[src/rtl/cpu_types_pkg.sv]
// Shared CPU types: register index type and pipeline controller state encoding.
package cpu_types_pkg;

    localparam int REGW = 5;

    typedef logic [REGW-1:0] regbits_t;

    typedef enum logic [1:0] {
        RUN    = 2'd0,
        DWAIT  = 2'd1,
        HALTED = 2'd2
    } ctrl_state_t;

endpackage

[src/rtl/hazard_detect.sv]
// Load-use hazard detector: the load in ID/EX writes a register that the
// instruction in IF/ID reads. Register 0 is hard-wired zero and never conflicts.
module hazard_detect #(
    parameter int REGW = 5
) (
    input  logic            ex_dren,
    input  logic [REGW-1:0] ex_rt,
    input  logic [REGW-1:0] id_rs,
    input  logic [REGW-1:0] id_rt,
    output logic            load_use
);

    assign load_use = ex_dren && (ex_rt != '0) && ((ex_rt == id_rs) || (ex_rt == id_rt));

endmodule

[src/rtl/pipeline_ctrl.sv]
// Pipeline sequencer: decides capture/hold/bubble for the PC and the four
// pipeline latches each cycle, tracks outstanding data accesses and halt,
// and counts stall cycles (saturating) for performance debug.
module pipeline_ctrl
    import cpu_types_pkg::*;
#(
    parameter int CNTW = 16,
    parameter int REGW = 5
) (
    input  logic            CLK,
    input  logic            RST,
    input  logic            ihit,
    input  logic            dhit,
    input  logic            mem_dren,
    input  logic            mem_dwen,
    input  logic            mem_halt,
    input  logic            mem_redirect,
    input  logic            ex_dren,
    input  logic [REGW-1:0] ex_rt,
    input  logic [REGW-1:0] id_rs,
    input  logic [REGW-1:0] id_rt,
    output logic            pc_en,
    output logic            imemREN,
    output logic            ifid_en,
    output logic            idex_en,
    output logic            exmem_en,
    output logic            memwb_en,
    output logic            ifid_flush,
    output logic            idex_flush,
    output logic            exmem_flush,
    output logic            memwb_flush,
    output logic            halted,
    output logic [CNTW-1:0] stall_cnt
);

    ctrl_state_t     state_q, state_d;
    logic [CNTW-1:0] cnt_q, cnt_d;
    logic            load_use;
    logic            data_stall;

    hazard_detect #(.REGW(REGW)) u_hazard (
        .ex_dren  (ex_dren),
        .ex_rt    (ex_rt),
        .id_rs    (id_rs),
        .id_rt    (id_rt),
        .load_use (load_use)
    );

    // A MEM-stage access that has not completed freezes everything upstream.
    assign data_stall = (mem_dren || mem_dwen) && !dhit;

    // Per-cycle latch actions in priority order, plus next FSM state.
    always_comb begin
        pc_en       = 1'b0;
        imemREN     = 1'b0;
        ifid_en     = 1'b0;
        idex_en     = 1'b0;
        exmem_en    = 1'b0;
        memwb_en    = 1'b0;
        ifid_flush  = 1'b0;
        idex_flush  = 1'b0;
        exmem_flush = 1'b0;
        memwb_flush = 1'b0;
        halted      = 1'b0;
        state_d     = state_q;
        if (!RST) begin
            if (state_q == HALTED) begin
                halted = 1'b1;
            end else begin
                imemREN = 1'b1;
                if (data_stall) begin
                    // Upstream holds; WB gets a bubble while the access is pending.
                    memwb_flush = 1'b1;
                    state_d     = DWAIT;
                end else if (mem_halt) begin
                    // Let HALT reach WB, then freeze for good.
                    memwb_en = 1'b1;
                    state_d  = HALTED;
                end else begin
                    state_d = RUN;
                    if (mem_redirect) begin
                        // Wrong-path instructions behind the branch are squashed.
                        pc_en       = 1'b1;
                        ifid_flush  = 1'b1;
                        idex_flush  = 1'b1;
                        exmem_flush = 1'b1;
                        memwb_en    = 1'b1;
                    end else if (load_use) begin
                        // Hold the consumer in ID, insert a bubble into EX.
                        idex_flush = 1'b1;
                        exmem_en   = 1'b1;
                        memwb_en   = 1'b1;
                    end else if (!ihit) begin
                        // No instruction arrived: bubble into ID, rest advances.
                        ifid_flush = 1'b1;
                        idex_en    = 1'b1;
                        exmem_en   = 1'b1;
                        memwb_en   = 1'b1;
                    end else begin
                        pc_en    = 1'b1;
                        ifid_en  = 1'b1;
                        idex_en  = 1'b1;
                        exmem_en = 1'b1;
                        memwb_en = 1'b1;
                    end
                end
            end
        end
    end

    // Stall counter: counts PC-frozen cycles outside HALTED, sticks at all-ones.
    always_comb begin
        cnt_d = cnt_q;
        if (!pc_en && (state_q != HALTED) && (cnt_q != '1)) begin
            cnt_d = cnt_q + {{(CNTW-1){1'b0}}, 1'b1};
        end
    end

    // State and counter registers; reset abandons any pending data wait.
    always_ff @(posedge CLK or posedge RST) begin
        if (RST) begin
            state_q <= RUN;
            cnt_q   <= '0;
        end else begin
            state_q <= state_d;
            cnt_q   <= cnt_d;
        end
    end

    assign stall_cnt = cnt_q;

endmodule

[config.mk]
export PLATFORM = sky130hd
export DESIGN_NAME = pipeline_ctrl
export DESIGN_NICKNAME = d
export VERILOG_FILES = /design/src/rtl/cpu_types_pkg.sv /design/src/rtl/hazard_detect.sv /design/src/rtl/pipeline_ctrl.sv
export SDC_FILE = /design/constraint.sdc
export NUM_CORES = 1
export LEC_CHECK = 0
export BUFFER_PORTS_ARGS = -buffer_cell sky130_fd_sc_hd__buf_2
export CORE_MARGIN = 3
export CORE_UTILIZATION = 44
export DETAILED_ROUTE_END_ITERATION = 8
export PLACE_DENSITY = 0.87
export SLEW_MARGIN = 10
export SYNTH_ARGS = -nofsm -noshare
export SYNTH_HDL_FRONTEND = slang
export SYNTH_HIERARCHICAL = 1
export SYNTH_SLANG_ARGS = --single-unit
[constraint.sdc]
create_clock -name CLK -period 2.3 [get_ports CLK]
set_clock_uncertainty 0.05 [all_clocks]
set_input_delay 0.23 -clock CLK [delete_from_list [all_inputs] [get_ports CLK]]
set_output_delay 0.23 -clock CLK [all_outputs]
set_load 0.02 [all_outputs]
==> summary.md, run 1 <==
| Metric | Value |
|---|---|
| IO Pins | 51 |
| Critical path arrival | 1760 ps |
| Max_cap viols | 0 |
| Fmax | 0.490 GHz |
| Mapped Nets | 137 |
| Final period utilization | 0.888 |
| Initial antenna violation count | 0 |
| Router iterations before antenna repair | 4 |
| # diodes | 0 |
| Htree depth | 1 |
| Final #Nets | around 190 |
| CTS root buf | clkbuf_4 |
| Vias per inst | 5.22 |
| Clock-pin slew on the worst setup and hold paths | 110 ps |
| Final instance area | 1420 um2 |
| Dpl hpwl | slightly above 2000 um |
| Number of synthesized flops with an enable pin | 0 |
| Kind of critical path | reg2out |
| Yosys warnings | 6 |
| Post-synth top cells | dfrtp_1, xnor2_1, nor2_1, nand4_1, xor2_1 |
| Die Wd | ~56 um |
| Final hold vios | 0 |
| Seq/Total Area, Yosys | 0.413 |
| Total CTS buffers | 3 |
| Peak supply drop | 538 uV |
| Vias | 1017 |
| Mapped Cells | 112 |
| Latest clock arrival within the worst-skew pair | 300 ps |
| Slew margin rel. | 0.781 |
| Top cells by area, synth | dfrtp_1, xnor2_1, xor2_1 |
| Clock Sinks | 18 |
| First-pass GRT wire length | 4280 um |
| Slew Limit Fails | 0 |
| Final GP Congestion | 0.851 |
| DRC | 0 |
| Top cell type's share of synthesized area | 0.413 |
| Reg power frac | 0.443 |
| Layout cell share with drive strength beyond 1 | 0.401 |
| Fin cells | 195 |
| CTS Buffer Depth | 2 |
| Placed cells | between 150 and 200 |
| Status | finished, final reports clean |
| Antenna Nets Post-Route | 0 |
| Mapped Area | 1090 um2 |
| Die ar. | 3110 um2 |
| Pwr dens | 768 nW/um2 |
| Post-Route Setup TNS | 0 ps |
| GRT Total Usage | 0.168 |
| Die H | between 50 and 60 um |
| Row count | 17 |
| Tightest Hold Check Type | in2reg |
| Fillers | 196 |
| Routed WL per cell | 12.7 um |
| Initial Util | 0.479 |
| Slowest Stage Delay on Critical Path | 390 ps |
| Post-Synthesis Mean Instance Area | 9.74 um2 |
| First-iteration detailed-routing DRC count | 9 |
| Netlist cell types | 33 |
| Vias in the first global route | 1022 |
| Min cycle time layout | between 2000 and 2500 ps |
| RSZ-0062 raised after global routing | no |
| CP endpoint kind | primary output |
| Most numerous cell in the Yosys netlist | dfrtp_1 |
| Top FF cell, synth | dfrtp_1 |
| Gate power share | 0.372 |
| Footprint of the multi-input gates | 619 um2 |
| PortBufs | 50 |
| Leakage | 0.714 nW |
| Final setup viols | 0 |
| Ys async rst share | 1.00 |
| CTS tree | done |
| Critical path required time | approximately 2000 ps |
| Register area | 450 um2 |
| Worst hold margin | 118 ps |
| Gr ovfl total | 0 |
| Largest net degree at the start of global routing | 20 |
| Post-cts repair resize count | 0 |
| Yosys reg bits | 18 |
| Sw Ratio | 0.401 |
| Buf/Inv on CP | 1 |
| Detailed Route WL | 2470 um |
| Int Pwr | 0.000655 W |
| Largest area contributor in the netlist | dfrtp_1 |
| CP startpoint kind | flop |
| Placement Cell Area | 1380 um2 |
| Worst path cell trace | or2b_2 > and3_1 > nand2b_2 > nor3_2 > and2_1 > buf_2 |
| Slowest cell on crit path | dfrtp_1 |
| Measured slew at the worst slew-check pin | 329 ps |
| Clock share of power | 0.185 |
| Syn-to-layout area delta | 30.5% |
| CP delay by family, top | simple AND/OR/NAND/NOR gates |
| Total core area | 2280 um2 |
| Crit-path max FO | 6 |
| P_sw | 0.000439 W |
-- logic make-up (layout without fill, tap and decap cells) --
logic type,count (synthesis),in the layout,synth area share
AO/OA/AOI/OAI,8,8,0.0482
XOR/XNOR,23,23,0.185
adder cells (fa/ha/maj),1,1,0.0115
buffers and inverters,5,60,0.0241
flip-flops,18,18,0.413
multiplexers,2,2,0.0206
AND/OR/NAND/NOR,55,55,0.298
-- registers in the layout, indices dropped and copies added (netlist names) --
signal	count
state_q	2
stall_cnt	16
-- stage by stage --
step                 util  setup WS, ps  power, W
floorplan               -           211  0.000756
global placement    0.605          72.8  0.000884
detailed placement  0.605          26.8  0.000903
CTS                 0.626           255   0.00111
global route        0.626           156   0.00117
finish              0.626           258   0.00109
-- power groups by stage --
stage | Sequential, W | Clock [W] | Combinational, W
detailed placement | 0.000492 | 0 | 0.000412
CTS | 0.000485 | 0.000206 | 0.000415
floorplan | 0.000554 | 0 | 0.000202
finish | 0.000485 | 0.000202 | 0.000407
global placement | 0.000486 | 0 | 0.000398
global route | 0.000502 | 0.000220 | 0.000448
-- cell type report --
type	instances	share of cell area
inverters	4	0.0105
well taps	28	0.0246
flip-flops and latches	18	0.316
multi-input cells	89	0.435
repair buffers	52	0.188
clock buffers	4	0.0255
-- placed cells by master, fill, tap and decap left out, types with 2 or more instances in the layout --
cell type  instances
a21oi_1            2
and2_1             2
and4_1             3
buf_2             50
clkbuf_4           3
dfrtp_1           18
inv_1              4
mux2_2             2
nand2_1            6
nand3_1            6
nand4_1            8
nor2_1            14
nor3_1             2
nor4_2             2
xnor2_1           15
xor2_1             8
-- worst register-to-register path, stage by stage, from the launching register on --
cell	delay [ps]
dfrtp_1	450
ha_1	260
and4_1	230
nand4_1	120
and3_4	290
mux2_2	350
-- path summary, 6_finish.rpt --
path / from / to / slack [ps] / cells after the start
worst max-delay path: state_q[0] / ifid_en / 260 / 6
worst min-delay path: mem_halt / state_q[1] / 120 / 2
worst max register to register: stall_cnt[0] / stall_cnt[1] / 460 / 5
worst min register to register: state_q[0] / state_q[0] / 440 / 1
max in group asynchronous: RST / stall_cnt[10] / 1520 / 4
min in group asynchronous: RST / state_q[0] / 480 / 4
-- routing by layer --
metal,global-route usage,up-vias,part of all wire
met5,0,-,0
met1,0.189,463,0.40
met2,0.309,46,0.50
li1,-,504,-
met3,0.0325,4,0.088
met4,0.0625,0,0.013
-- repair_timing --
action	CTS	global route
hold endpoints to repair	18	0
setup buffers	0	0
endpoints found under the setup margin	0	0
hold buffers	1	0
No activity file was read; power rests on OpenSTA's default activity.
==> run 2: changes to the inputs <==
- RECOVER_POWER: default -> 25
==> run 2 against run 1 <==
Compared with the run above: power is essentially flat; cell area about the same; clock power about the same; die area unchanged; wire length increased by 0.28%; sequential power hardly changed.
==> summary.md, run 2 (synthesis gave the netlist of run 1 again) <==
| Metric | Value |
|---|---|
| R2r setup slk | 460 ps |
| Vias | 1020 |
| IO Pins | between 50 and 60 |
| Int Pwr | 0.000655 W |
| Total CTS buffers | 3 |
| Setup bufs post-CTS | 0 |
| Pwr dens | a little under 800 nW/um2 |
| Min cycle time layout | 2040 ps |
| Final hold vios | 0 |
| Final setup viols | 0 |
| Worst Slack Setup Final | approximately 260 ps |
| Crit-path max FO | 6 |
| RSZ-0062 raised after global routing | no |
| Clock Sinks | 18 |
| Critical path required time | just over 2000 ps |
| Final instance area | 1420 um2 |
| First-pass GRT wire length | 4280 um |
| Dpl hpwl | 2030 um |
| Gr ovfl total | 0 |
| Clock-pin slew on the worst setup and hold paths | 110 ps |
| Commonest non-fill, non-tap cells in the layout | buf_2, dfrtp_1, xnor2_1 |
| Tightest Hold Check Type | in2reg |
| Slew margin rel. | 0.778 |
| Routed WL per cell | 12.7 um |
| Die H | about 56 um |
| Slowest Stage Delay on Critical Path | between 300 and 400 ps |
| CP endpoint kind | primary output |
| Critical path arrival | 1760 ps |
| Sw Ratio | 0.402 |
| Final #Nets | about 190 |
| Largest register FFs | 16 |
| Status | finished, final reports clean |
| Post-Route Setup TNS | 0 ps |
| First-iteration detailed-routing DRC count | 9 |
| GRT Total Usage | 0.168 |
| CP delay by family, top | simple AND/OR/NAND/NOR gates |
| Reg power frac | 0.443 |
| Worst path cell trace | or2b_2 > and3_1 > nand2b_2 > nor3_2 > and2_1 > buf_2 |
| Largest net degree at the start of global routing | 20 |
| Router iterations before antenna repair | 4 |
| CTS root buf | clkbuf_4 |
| Measured slew at the worst slew-check pin | 333 ps |
| Initial Util | 0.479 |
| Antenna Nets Post-Route | 0 |
| Clock share of power | 0.185 |
| Buf/Inv on CP | 1 |
| CP startpoint kind | flop |
| PortBufs | 50 |
| Vias per inst | roughly 5.2 |
| Htree depth | 1 |
| Fmax | 0.489 GHz |
| # diodes | 0 |
| Die ar. | between 3000 and 4000 um2 |
| Peak supply drop | 538 uV |
| Commonest non-fill, non-tap cell in the layout | buf_2 |
| Row count | 17 |
| Slew Limit Fails | 0 |
| Fillers | about 200 |
| CTS Buffer Depth | 2 |
| Final GP Congestion | 0.851 |
| Latest clock arrival within the worst-skew pair | 300 ps |
| Detailed Route WL | 2480 um |
| Max_cap viols | 0 |
| Layout cell share with drive strength beyond 1 | 0.395 |
| Die Wd | 55.8 um |
| Syn-to-layout area delta | 30.4% |
| Gate power share | 0.372 |
| DRC | 0 |
| Total core area | ~2300 um2 |
| Placement Cell Area | between 1000 and 1500 um2 |
| Final period utilization | 0.889 |
| Vias in the first global route | around 1000 |
| Pre-CTS WS | between 20 and 30 ps |
| Initial antenna violation count | 0 |
| P_sw | 0.000440 W |
| CTS tree | done |
| Kind of critical path | reg2out |
| Leakage | 0.712 nW |
| Slowest cell on crit path | dfrtp_1 |
run 2: cell types whose count changed in the layout (fill, tap and decap cells not counted):
cell	before	now
buf_2	50	49
clkbuf_1	0	1
run 2: per-stage QoR:
stage               hold slack (ps)   util  std cells  total power [W]
global placement                257  0.605        190         0.000884
detailed placement              271  0.605        190         0.000903
floorplan                       132      -        112         0.000756
CTS                             115  0.626        195          0.00111
global route                    132  0.625        195          0.00117
finish                          119  0.625        195          0.00109
run 2: repair_timing:
| item | 4_1_cts | 5_1_grt |
|---|---|---|
| hold endpoints to repair | 18 | 0 |
| hold buffers | 1 | 0 |
| resized for setup | 0 | 0 |
run 2: final timing paths:
path | from | to | depth (start not counted)
min in group asynchronous | RST | state_q[0] | 4
max in group asynchronous | RST | stall_cnt[10] | 4
hold reg to reg | state_q[0] | state_q[0] | 1
hold / removal | mem_halt | state_q[1] | 2
setup / recovery | state_q[0] | ifid_en | 6
setup reg to reg | stall_cnt[0] | stall_cnt[1] | 5
run 2: area by class of cell:
class	instances	area, um2	share of cell area
inverter	4	15.0	0.0106
tap	28	35.0	0.0246
clock buffer	4	36.3	0.0255
timing repair buffer	52	267	0.187
multi-input combinational	89	619	0.435
sequential	18	450	0.317
run 2: power groups by stage:
stage / registers, W / clock network [W] / logic (W)
after detailed placement: 0.000492 / 0 / 0.000412
after floorplan: 0.000554 / 0 / 0.000202
after global routing: 0.000502 / 0.000220 / 0.000448
final: 0.000485 / 0.000202 / 0.000407
after global placement: 0.000486 / 0 / 0.000398
after CTS: 0.000485 / 0.000206 / 0.000415
run 2: routing by layer:
| layer | routed length, um | global-route usage |
|---|---|---|
| met5 | 0 | 0 |
| met1 | 988 | 0.189 |
| met3 | 218 | 0.0325 |
| met2 | 1240 | 0.309 |
| met4 | 32 | 0.0625 |
